`config.mk`:
```
export PLATFORM = sky130hd
export DESIGN_NAME = bonus_ship_ctrl
export DESIGN_NICKNAME = d
export VERILOG_FILES = /design/src/rtl/bonus_ship_ctrl_pkg.sv /design/src/rtl/bonus_ship_ctrl_frame_timer.sv /design/src/rtl/bonus_ship_ctrl.sv
export SDC_FILE = /design/constraint.sdc
export NUM_CORES = 1
export LEC_CHECK = 0
export CORE_MARGIN = 2
export CORE_UTILIZATION = 49
export DETAILED_ROUTE_END_ITERATION = 12
export GPL_ROUTABILITY_DRIVEN = 0
export GPL_TIMING_DRIVEN = 1
export MAX_ROUTING_LAYER = met4
export PLACE_DENSITY_LB_ADDON = 0.3
export SLEW_MARGIN = 0
export SYNTH_ARGS = -nofsm -noshare
export SYNTH_HDL_FRONTEND = slang
export SYNTH_HIERARCHICAL = 1
export SYNTH_SLANG_ARGS = --single-unit
```
`constraint.sdc`:
```
create_clock -name clk -period 2.9 [get_ports clk]
set_clock_uncertainty 0.05 [all_clocks]
set_input_delay 0.29 -clock clk [delete_from_list [all_inputs] [get_ports clk]]
set_output_delay 0.29 -clock clk [all_outputs]
set_load 0.1 [all_outputs]
```
`src/rtl/bonus_ship_ctrl_pkg.sv`:
```
// Shared types and constants for the bonus ship controller: state encoding,
// mystery-ship score table and the score width.
package bonus_pkg;

  localparam int SCORE_W = 9;

  typedef enum logic [1:0] {
    IDLE   = 2'd0,
    WAIT   = 2'd1,
    ACTIVE = 2'd2,
    HIT    = 2'd3
  } bonus_state_t;

  localparam logic [SCORE_W-1:0] BONUS_SCORE_0 = 9'd50;
  localparam logic [SCORE_W-1:0] BONUS_SCORE_1 = 9'd100;
  localparam logic [SCORE_W-1:0] BONUS_SCORE_2 = 9'd150;
  localparam logic [SCORE_W-1:0] BONUS_SCORE_3 = 9'd300;

  // Points for a kill, indexed by the shot count modulo 4.
  function automatic logic [SCORE_W-1:0] score_lookup(input logic [1:0] shots);
    logic [SCORE_W-1:0] pts;
    case (shots)
      2'd0:    pts = BONUS_SCORE_0;
      2'd1:    pts = BONUS_SCORE_1;
      2'd2:    pts = BONUS_SCORE_2;
      2'd3:    pts = BONUS_SCORE_3;
      default: pts = BONUS_SCORE_0;
    endcase
    return pts;
  endfunction

endpackage

```
`src/rtl/bonus_ship_ctrl_frame_timer.sv`:
```
// Saturating frame counter: synchronous clear, startOfFrame enable, and a
// terminal-count flag that is only valid on an enabled (frame-start) cycle.
module frame_timer #(
  parameter int CNT_W = 10
) (
  input  logic             clk,
  input  logic             resetN,
  input  logic             clr_i,
  input  logic             en_i,
  input  logic [CNT_W-1:0] tc_i,
  output logic             tc_hit_o
);

  logic [CNT_W-1:0] cnt_q;
  logic [CNT_W-1:0] cnt_d;

  // Clear beats increment so a state entry on a frame start restarts at zero.
  always_comb begin
    cnt_d = cnt_q;
    if (clr_i) begin
      cnt_d = '0;
    end else if (en_i && (cnt_q != {CNT_W{1'b1}})) begin
      cnt_d = cnt_q + CNT_W'(1);
    end else begin
      cnt_d = cnt_q;
    end
  end

  always_ff @(posedge clk or negedge resetN) begin
    if (!resetN) begin
      cnt_q <= '0;
    end else begin
      cnt_q <= cnt_d;
    end
  end

  assign tc_hit_o = en_i & (cnt_q == tc_i);

endmodule

```
`src/rtl/bonus_ship_ctrl.sv`:
```
// Bonus ship life-cycle sequencer: spawn scheduling, ship/fire overlap
// detection, and mystery-ship score delivery over a valid/ready handshake.
module bonus_ship_ctrl
  import bonus_pkg::*;
#(
  parameter int SPAWN_FRAMES  = 600,
  parameter int ACTIVE_FRAMES = 240,
  parameter int HIT_FRAMES    = 15,
  parameter int CNT_W         = 10
) (
  input  logic               clk,
  input  logic               resetN,
  input  logic               startOfFrame,
  input  logic               standBy,
  input  logic               gameEnded,
  input  logic               bonus_ship_DR,
  input  logic               playerFire_DR,
  input  logic               playerShot,
  input  logic               scoreReady,
  output logic               rise,
  output logic               bonusFireCollision,
  output logic               scoreValid,
  output logic [SCORE_W-1:0] scoreValue,
  output logic               bonusActive
);

  bonus_state_t state_q, state_d;

  logic               play_en_s;
  logic               overlap_s;
  logic               hit_s;
  logic               tc_hit_s;
  logic               clr_s;
  logic [CNT_W-1:0]   tc_s;

  logic               hit_latch_q, hit_latch_d;
  logic [1:0]         shot_cnt_q, shot_cnt_d;
  logic               rise_q, rise_d;
  logic               coll_q, coll_d;
  logic               active_q, active_d;
  logic               valid_q, valid_d;
  logic [SCORE_W-1:0] value_q, value_d;

  assign play_en_s = ~standBy & ~gameEnded;
  assign overlap_s = (state_q == ACTIVE) & bonus_ship_DR & playerFire_DR;
  assign hit_s     = overlap_s & ~hit_latch_q;
  assign clr_s     = (state_d != state_q);

  always_comb begin
    tc_s = '0;
    case (state_q)
      IDLE:    tc_s = '0;
      WAIT:    tc_s = CNT_W'(SPAWN_FRAMES - 1);
      ACTIVE:  tc_s = CNT_W'(ACTIVE_FRAMES - 1);
      HIT:     tc_s = CNT_W'(HIT_FRAMES - 1);
      default: tc_s = '0;
    endcase
  end

  frame_timer #(
    .CNT_W (CNT_W)
  ) u_frame_timer (
    .clk      (clk),
    .resetN   (resetN),
    .clr_i    (clr_s),
    .en_i     (startOfFrame),
    .tc_i     (tc_s),
    .tc_hit_o (tc_hit_s)
  );

  // Losing play overrides everything; inside ACTIVE a hit beats the timeout.
  always_comb begin
    state_d = state_q;
    if (!play_en_s) begin
      state_d = IDLE;
    end else begin
      case (state_q)
        IDLE:    state_d = WAIT;
        WAIT:    state_d = tc_hit_s ? ACTIVE : WAIT;
        ACTIVE: begin
          if (hit_s) begin
            state_d = HIT;
          end else if (tc_hit_s) begin
            state_d = WAIT;
          end else begin
            state_d = ACTIVE;
          end
        end
        HIT:     state_d = tc_hit_s ? WAIT : HIT;
        default: state_d = IDLE;
      endcase
    end
  end

  always_comb begin
    hit_latch_d = hit_latch_q;
    shot_cnt_d  = shot_cnt_q;
    if (state_q == IDLE) begin
      hit_latch_d = 1'b0;
      shot_cnt_d  = 2'd0;
    end else begin
      if (overlap_s) begin
        hit_latch_d = 1'b1;
      end else if (startOfFrame) begin
        hit_latch_d = 1'b0;
      end else begin
        hit_latch_d = hit_latch_q;
      end
      if (playerShot) begin
        shot_cnt_d = shot_cnt_q + 2'd1;
      end else begin
        shot_cnt_d = shot_cnt_q;
      end
    end
  end

  // A pending score is never overwritten in place; a new kill only loads once the old one leaves.
  always_comb begin
    valid_d = valid_q;
    value_d = value_q;
    if (state_d == IDLE) begin
      valid_d = 1'b0;
    end else if (hit_s && (!valid_q || scoreReady)) begin
      valid_d = 1'b1;
      value_d = score_lookup(shot_cnt_q);
    end else if (valid_q && scoreReady) begin
      valid_d = 1'b0;
    end else begin
      valid_d = valid_q;
    end
  end

  always_comb begin
    rise_d   = (state_q == WAIT)   && (state_d == ACTIVE);
    coll_d   = (state_q == ACTIVE) && (state_d == HIT);
    active_d = (state_d == ACTIVE);
  end

  always_ff @(posedge clk or negedge resetN) begin
    if (!resetN) begin
      state_q     <= IDLE;
      hit_latch_q <= 1'b0;
      shot_cnt_q  <= 2'd0;
      rise_q      <= 1'b0;
      coll_q      <= 1'b0;
      active_q    <= 1'b0;
      valid_q     <= 1'b0;
      value_q     <= '0;
    end else begin
      state_q     <= state_d;
      hit_latch_q <= hit_latch_d;
      shot_cnt_q  <= shot_cnt_d;
      rise_q      <= rise_d;
      coll_q      <= coll_d;
      active_q    <= active_d;
      valid_q     <= valid_d;
      value_q     <= value_d;
    end
  end

  assign rise               = rise_q;
  assign bonusFireCollision = coll_q;
  assign bonusActive        = active_q;
  assign scoreValid         = valid_q;
  assign scoreValue         = value_q;

endmodule

```
=== After elaboration in Yosys (flattened, before gate mapping) ===
Cells that the tools add are included.

* Add/sub/neg operators: 2
* Equal/unequal tests: 11
* Multiplexer cells: 18
* Bitwise operators: 9
* Reduce and logical (&&, ||, !) cells: 15

{| class="wikitable"
|+ Operators with widths
! cell !! number
|-
| $pmux W10 S4 || 1
|-
| $pmux W9 S4 || 1
|-
| $mux W10 || 2
|-
| $mux W2 || 7
|-
| $eq A2 B2 Y1 const B || 6
|-
| $add A10 B1 Y10 const B || 1
|-
| $eq A10 B10 Y1 || 1
|-
| $ne A10 B10 Y1 const B || 1
|-
| $pmux W2 S4 || 1
|-
| $logic_not A2 Y1 || 3
|-
| $mux W1 || 6
|-
| $reduce_bool A3 Y1 || 2
|-
| $and A1 B1 Y1 || 5
|-
| $logic_and A1 B1 Y1 || 5
|-
| $eq A2 B1 Y1 const B || 2
|-
| $not A1 Y1 || 4
|-
| $reduce_bool A2 Y1 || 2
|-
| $add A2 B1 Y2 const B || 1
|-
| $ne A2 B2 Y1 || 1
|-
| $reduce_and A2 Y1 || 1
|-
| $logic_not A1 Y1 || 1
|-
| $logic_or A1 B1 Y1 || 1
|}

* Flip-flop bits (word level): 28
* Bits of input ports: 9
* Output and inout bits: 13

=== Depth between registers and ports, before layout ===
* Depth after elaboration: 11
* Depth in mapped cells: 13

=== By module ===
Netlist, hierarchy kept.

{| class="wikitable"
|+ By module, submodules not included
! module !! instances !! cells each !! area an instance (um^2)
|-
| bonus_ship_ctrl || 1 || 84 || 902.1
|-
| frame_timer || 1 || 75 || 678.2
|}

=== Worst setup path before layout ===
No wires, ideal clock.

* Kind: register to register
* Start point: register state_q[0]
* End point: register u_frame_timer.cnt_q[6]
* Data arrival time: 2547 ps
* Required time: 2751 ps
* Path slack: 204 ps
* Stages on the path, launching flop included: 14
* Path buffers: 2
* Period minus slack after synthesis: 2696 ps
* Cell sequence: dfrtp_1 inv_1 ha_1 buf_2 nor2_1 xnor2_1 nand4_1 nor3_1 nand2b_1 a2111oi_4 o21a_1 o21ai_1 buf_4 a311oi_1

* Longest elaborated chain between the ends: 10
* Elaborated cells between the ends (all ways): 19
* Those cells by class: eq/ne (5); mux (8); bitwise (4); reduce/logical (2)

{| class="wikitable"
|+ Ends and longest elaborated chain
! item !! RTL line !! RTL
|-
| start, declared || bonus_ship_ctrl.sv:27 || <nowiki>bonus_state_t state_q, state_d;</nowiki>
|-
| start signal, assigned || bonus_ship_ctrl.sv:150 || <nowiki>state_q <= state_d;</nowiki>
|-
| $eq A2 B2 Y1, or another cell as far along || bonus_ship_ctrl.sv:51 || <nowiki>case (state_q)</nowiki>
|-
| $pmux W10 S4 * || bonus_ship_ctrl.sv:51 ||
|-
| named net tc_s[3] || bonus_ship_ctrl.sv:34 || <nowiki>logic [CNT_W-1:0] tc_s;</nowiki>
|-
| $eq A10 B10 Y1 * || bonus_ship_ctrl_frame_timer.sv:37 || <nowiki>assign tc_hit_o = en_i & (cnt_q == tc_i);</nowiki>
|-
| $and A1 B1 Y1 * || bonus_ship_ctrl_frame_timer.sv:37 ||
|-
| named net tc_hit_s || bonus_ship_ctrl.sv:32 || <nowiki>logic tc_hit_s;</nowiki>
|-
| $mux W2 || bonus_ship_ctrl.sv:83 || <nowiki>end else if (tc_hit_s) begin</nowiki>
|-
| $mux W2 || bonus_ship_ctrl.sv:81 || <nowiki>if (hit_s) begin</nowiki>
|-
| $pmux W2 S4 * || bonus_ship_ctrl.sv:77 || <nowiki>case (state_q)</nowiki>
|-
| $mux W2 * || bonus_ship_ctrl.sv:74 || <nowiki>if (!play_en_s) begin</nowiki>
|-
| $ne A2 B2 Y1 * || bonus_ship_ctrl.sv:47 || <nowiki>assign clr_s = (state_d != state_q);</nowiki>
|-
| named net clr_s || bonus_ship_ctrl.sv:33 || <nowiki>logic clr_s;</nowiki>
|-
| $mux W10 or $reduce_bool A2 Y1 (tied branches) || - ||
|-
| end signal, assigned || bonus_ship_ctrl_frame_timer.sv:33 || <nowiki>cnt_q <= cnt_d;</nowiki>
|-
| end, declared || bonus_ship_ctrl_frame_timer.sv:14 || <nowiki>logic [CNT_W-1:0] cnt_q;</nowiki>
|}

The timed path passes the listed nets; every way through them passes the cells marked *. The select of a mux whose other input is x is not followed.
A chain may end at the register's enable or synchronous reset.

=== Worst setup path after layout ===
Ends and elaborated chain as after synthesis.

==> flow_metrics.py <==
metrics = {
    "routing": {
        "drt_iter0_markers": 100,
        "drc": 0,
        "drt-total-wl_mm": 3.21,
        "via_per_inst": 5.47,
        "wl_per_cell_um": 14.0,
        "firstDrtPassIters": 4,
        "drtAntennaViolNets": 0,
        "vias": 1259,
    },
    "clock_tree": {
        "cts_buffers": 3,
        "worstSkewPairLatency_ns": 0.31,
        "clock_sinks": 25,
        "clockBufferDepth": 2,
        "cts.hold.buffers_added": 0,
        "cts_tree": "built",
        "cts_max_level": 1,
        "cts_root_buffer": "clkbuf_4",
        "path_clk_slew_ns": 0.13,
    },
    "synthesis": {
        "synth_warnings": 6,
        "ys_ff_latch": 25,
        "synthCells": 159,
        "avgSynthCellArea_sq_um": 9.94,
        "netlist-cell-type-count": 43,
        "synth_edf_count": 0,
        "synth.cell_area_sq_mm": 0.00158,
        "yosysSeqAreaShare_pct": 39.6,
        "async_flop_share_pct": 100,
        "ys.flop_type": "dfrtp_1",
    },
    "power_and_ir_drop": {
        "power.internal_mw": 0.491,
        "peakVddDrop_uv": 265,
        "swShare_pct": 30.8,
        "combPwrFrac_pct": 21.8,
        "pwr-share-clk_pct": 21.7,
        "switchingPower_mw": 0.218,
        "p_per_area_mw_per_mm2": 377,
        "seq_power_share_pct": 56.5,
        "p_leak_nw": 0.804,
        "power.total_mw": 0.710,
    },
    "min_path": {
        "hp-class": "input port to asynchronous set/reset pin",
    },
    "grt": {
        "grt_antenna_before_repair": 0,
        "grt_max_degree": 26,
        "grt_first_pass_wirelength_mm": 5.24,
        "grt.overflow.total": 0,
        "grt_pass1_vias": 1192,
        "grtUsageTotal_pct": 19.8,
    },
    "outcome": {
        "outcome": "complete, no violations",
    },
    "floorplan": {
        "die_area_sq_mm": 0.00370,
        "io_pins": 22,
        "fp-row-count": 20,
        "start_util_pct": 51.8,
        "core_sq_mm": 0.00305,
        "die_w_um": 60.8,
        "die_y_um": 60.8,
    },
    "setup_path": {
        "crit_type": "register to register",
        "arrival_ns": 2.91,
        "reg2reg_to": "u_frame_timer/cnt_q[6]$_DFFE_PN0P_",
        "cp.required_ns": 3.08,
        "reg2regPathDepth": 11,
        "cp-end-kind": "register",
        "reg2reg_slack_ns": 0.17,
        "cp-start-kind": "register",
        "crit_fanout": 10,
        "timing.rr.start": "state_q[0]$_DFF_PN0_",
    },
    "timing": {
        "maxSlewViolCount": 0,
        "max_freq_ghz": 0.367,
        "setup_viol": 0,
        "hold_violations": 0,
        "post-route-min-period_ns": 2.73,
        "period_share_pct": 94.0,
    },
    "job": {
        "maxCapViolations": 0,
    },
    "place": {
        "numPortBuffers": 20,
        "dpl.hpwl_mm": 2.43,
    },
    "finish": {
        "fin_nets": 208,
        "syn_to_final_growth_pct": 19.0,
        "antenna_cells": 0,
        "post-route-util_pct": 61.6,
        "final_layout_size_suffix_gt1_share_pct": 23.7,
    },
}
logic make-up (layout without fill, tap and decap cells):
group           count (synthesis)  count (layout)  synth area share, %
fa+ha+maj                      12              12                 9.50
other cells                     1               2                0.237
mux                             7               7                 4.67
flops                          25              25                 39.6
simple gates                   65              65                 23.3
xor+xnor                       13              13                 7.21
buf+inv                        11              37                 3.88
compound gates                 25              25                 11.6
area by class of cell:
| type | count | area, sq um |
|---|---|---|
| fill | 277 | 1170 |
| timing repair buffer | 28 | 230 |
| sequential | 25 | 628 |
| multi-input combinational | 124 | 922 |
| inverter | 5 | 18.8 |
| tap | 44 | 55.1 |
| clock buffer | 4 | 26.3 |
flip-flops by register name, indices dropped and copies added (netlist names):
name	flops
shot_cnt_q	2
u_frame_timer/cnt_q	10
scoreValid	1
state_q	2
scoreValue	6
bonusActive	1
hit_latch_q	1
rise	1
bonusFireCollision	1
cell usage in the layout, fill, tap and decap left out, types with 2 or more instances in the layout:
master,count
mux2_2,3
nand3_2,2
mux2i_1,4
a21oi_1,5
nand2_1,8
clkbuf_4,3
nand3_1,7
o21ai_0,8
conb_1,2
nor3_1,6
clkdlybuf4s50_1,8
xor2_1,2
nor2_1,17
xnor2_1,11
inv_1,4
ha_1,11
nor3_2,2
nand4_1,4
and3_1,2
nand2b_1,3
buf_4,20
dfrtp_1,23
and2_1,3
dfrtp_2,2
and4_2,2
Yosys cell counts, types with 2 or more instances:
library cell / count / share of area (%)
dfrtp_1: 25 / 40
nor2_1: 17 / 4.0
ha_1: 12 / 9.5
xnor2_1: 11 / 6.1
nand2_1: 8 / 1.9
nor3_1: 8 / 2.5
o21ai_0: 8 / 2.5
nand3_1: 7 / 2.2
a21oi_1: 5 / 1.6
buf_4: 5 / 2.4
inv_1: 5 / 1.2
mux2i_1: 4 / 2.5
nand4_1: 4 / 1.6
and2_1: 3 / 1.2
mux2_2: 3 / 2.1
nand2b_1: 3 / 1.2
and3_1: 2 / 0.79
and4_2: 2 / 1.3
nand3_2: 2 / 1.3
xor2_1: 2 / 1.1
through the flow:
stage | TNS (ns) | instances | instance area (sq um) | worst slack (ns) | hold slack (ns)
floorplan | 0 | 160 | 1580 | 0.204 | -0.0556
global placement | 0 | 225 | 1820 | 0.182 | 0.414
detailed placement | 0 | 225 | 1820 | 0.0840 | 0.422
CTS | 0 | 229 | 1850 | 0.0482 | 0.270
global route | -0.0129 | 230 | 1880 | -0.0119 | 0.274
finish | 0 | 230 | 1880 | 0.174 | 0.268
worst max-delay path by stage:
stage / from / endpoint / slack [ns] / cells past startpoint
CTS: state_q[0]$_DFF_PN0_ / u_frame_timer/cnt_q[6]$_DFFE_PN0P_ / 0.05 / 12
floorplan: state_q[0]$_DFF_PN0_ / u_frame_timer/cnt_q[6]$_DFFE_PN0P_ / 0.20 / 13
finish: state_q[0]$_DFF_PN0_ / u_frame_timer/cnt_q[6]$_DFFE_PN0P_ / 0.17 / 11
global route: state_q[0]$_DFF_PN0_ / u_frame_timer/cnt_q[6]$_DFFE_PN0P_ / -0.01 / 13
global placement: state_q[0]$_DFF_PN0_ / u_frame_timer/cnt_q[6]$_DFFE_PN0P_ / 0.18 / 12
detailed placement: state_q[0]$_DFF_PN0_ / u_frame_timer/cnt_q[6]$_DFFE_PN0P_ / 0.08 / 12
timing repair:
item                       4_1_cts  5_1_grt
setup endpoints to repair        0       10
resized for setup                0        8
setup buffers                    0        1
critical path: stages, from the launching register on:
cell and delay, ns:
dfrtp_2 0.48, inv_1 0.13, ha_2 0.31, xnor2_1 0.13, nand4_1 0.15, nor3_4 0.07, or3_4 0.39, a2111oi_4 0.34
o21a_1 0.16, o21ai_1 0.07, buf_4 0.18, a311oi_2 0.18
power groups by stage:
stage | Clock [mW] | Sequential [mW] | Combinational, mW
5_1_grt | 0.187 | 0.405 | 0.172
4_1_cts | 0.163 | 0.400 | 0.146
2_1_floorplan | 0 | 0.401 | 0.0985
6_report | 0.154 | 0.401 | 0.154
3_3_place_gp | 0 | 0.406 | 0.141
3_5_place_dp | 0 | 0.407 | 0.145
routing by layer:
metal / global-route usage [%] / wire length (um)
met4: 8.07 / 43
met3: 3.84 / 142
met2: 32.9 / 1640
met1: 23.5 / 1380
met5: - / 0
Note: power is estimated with default switching activity, not from simulation.
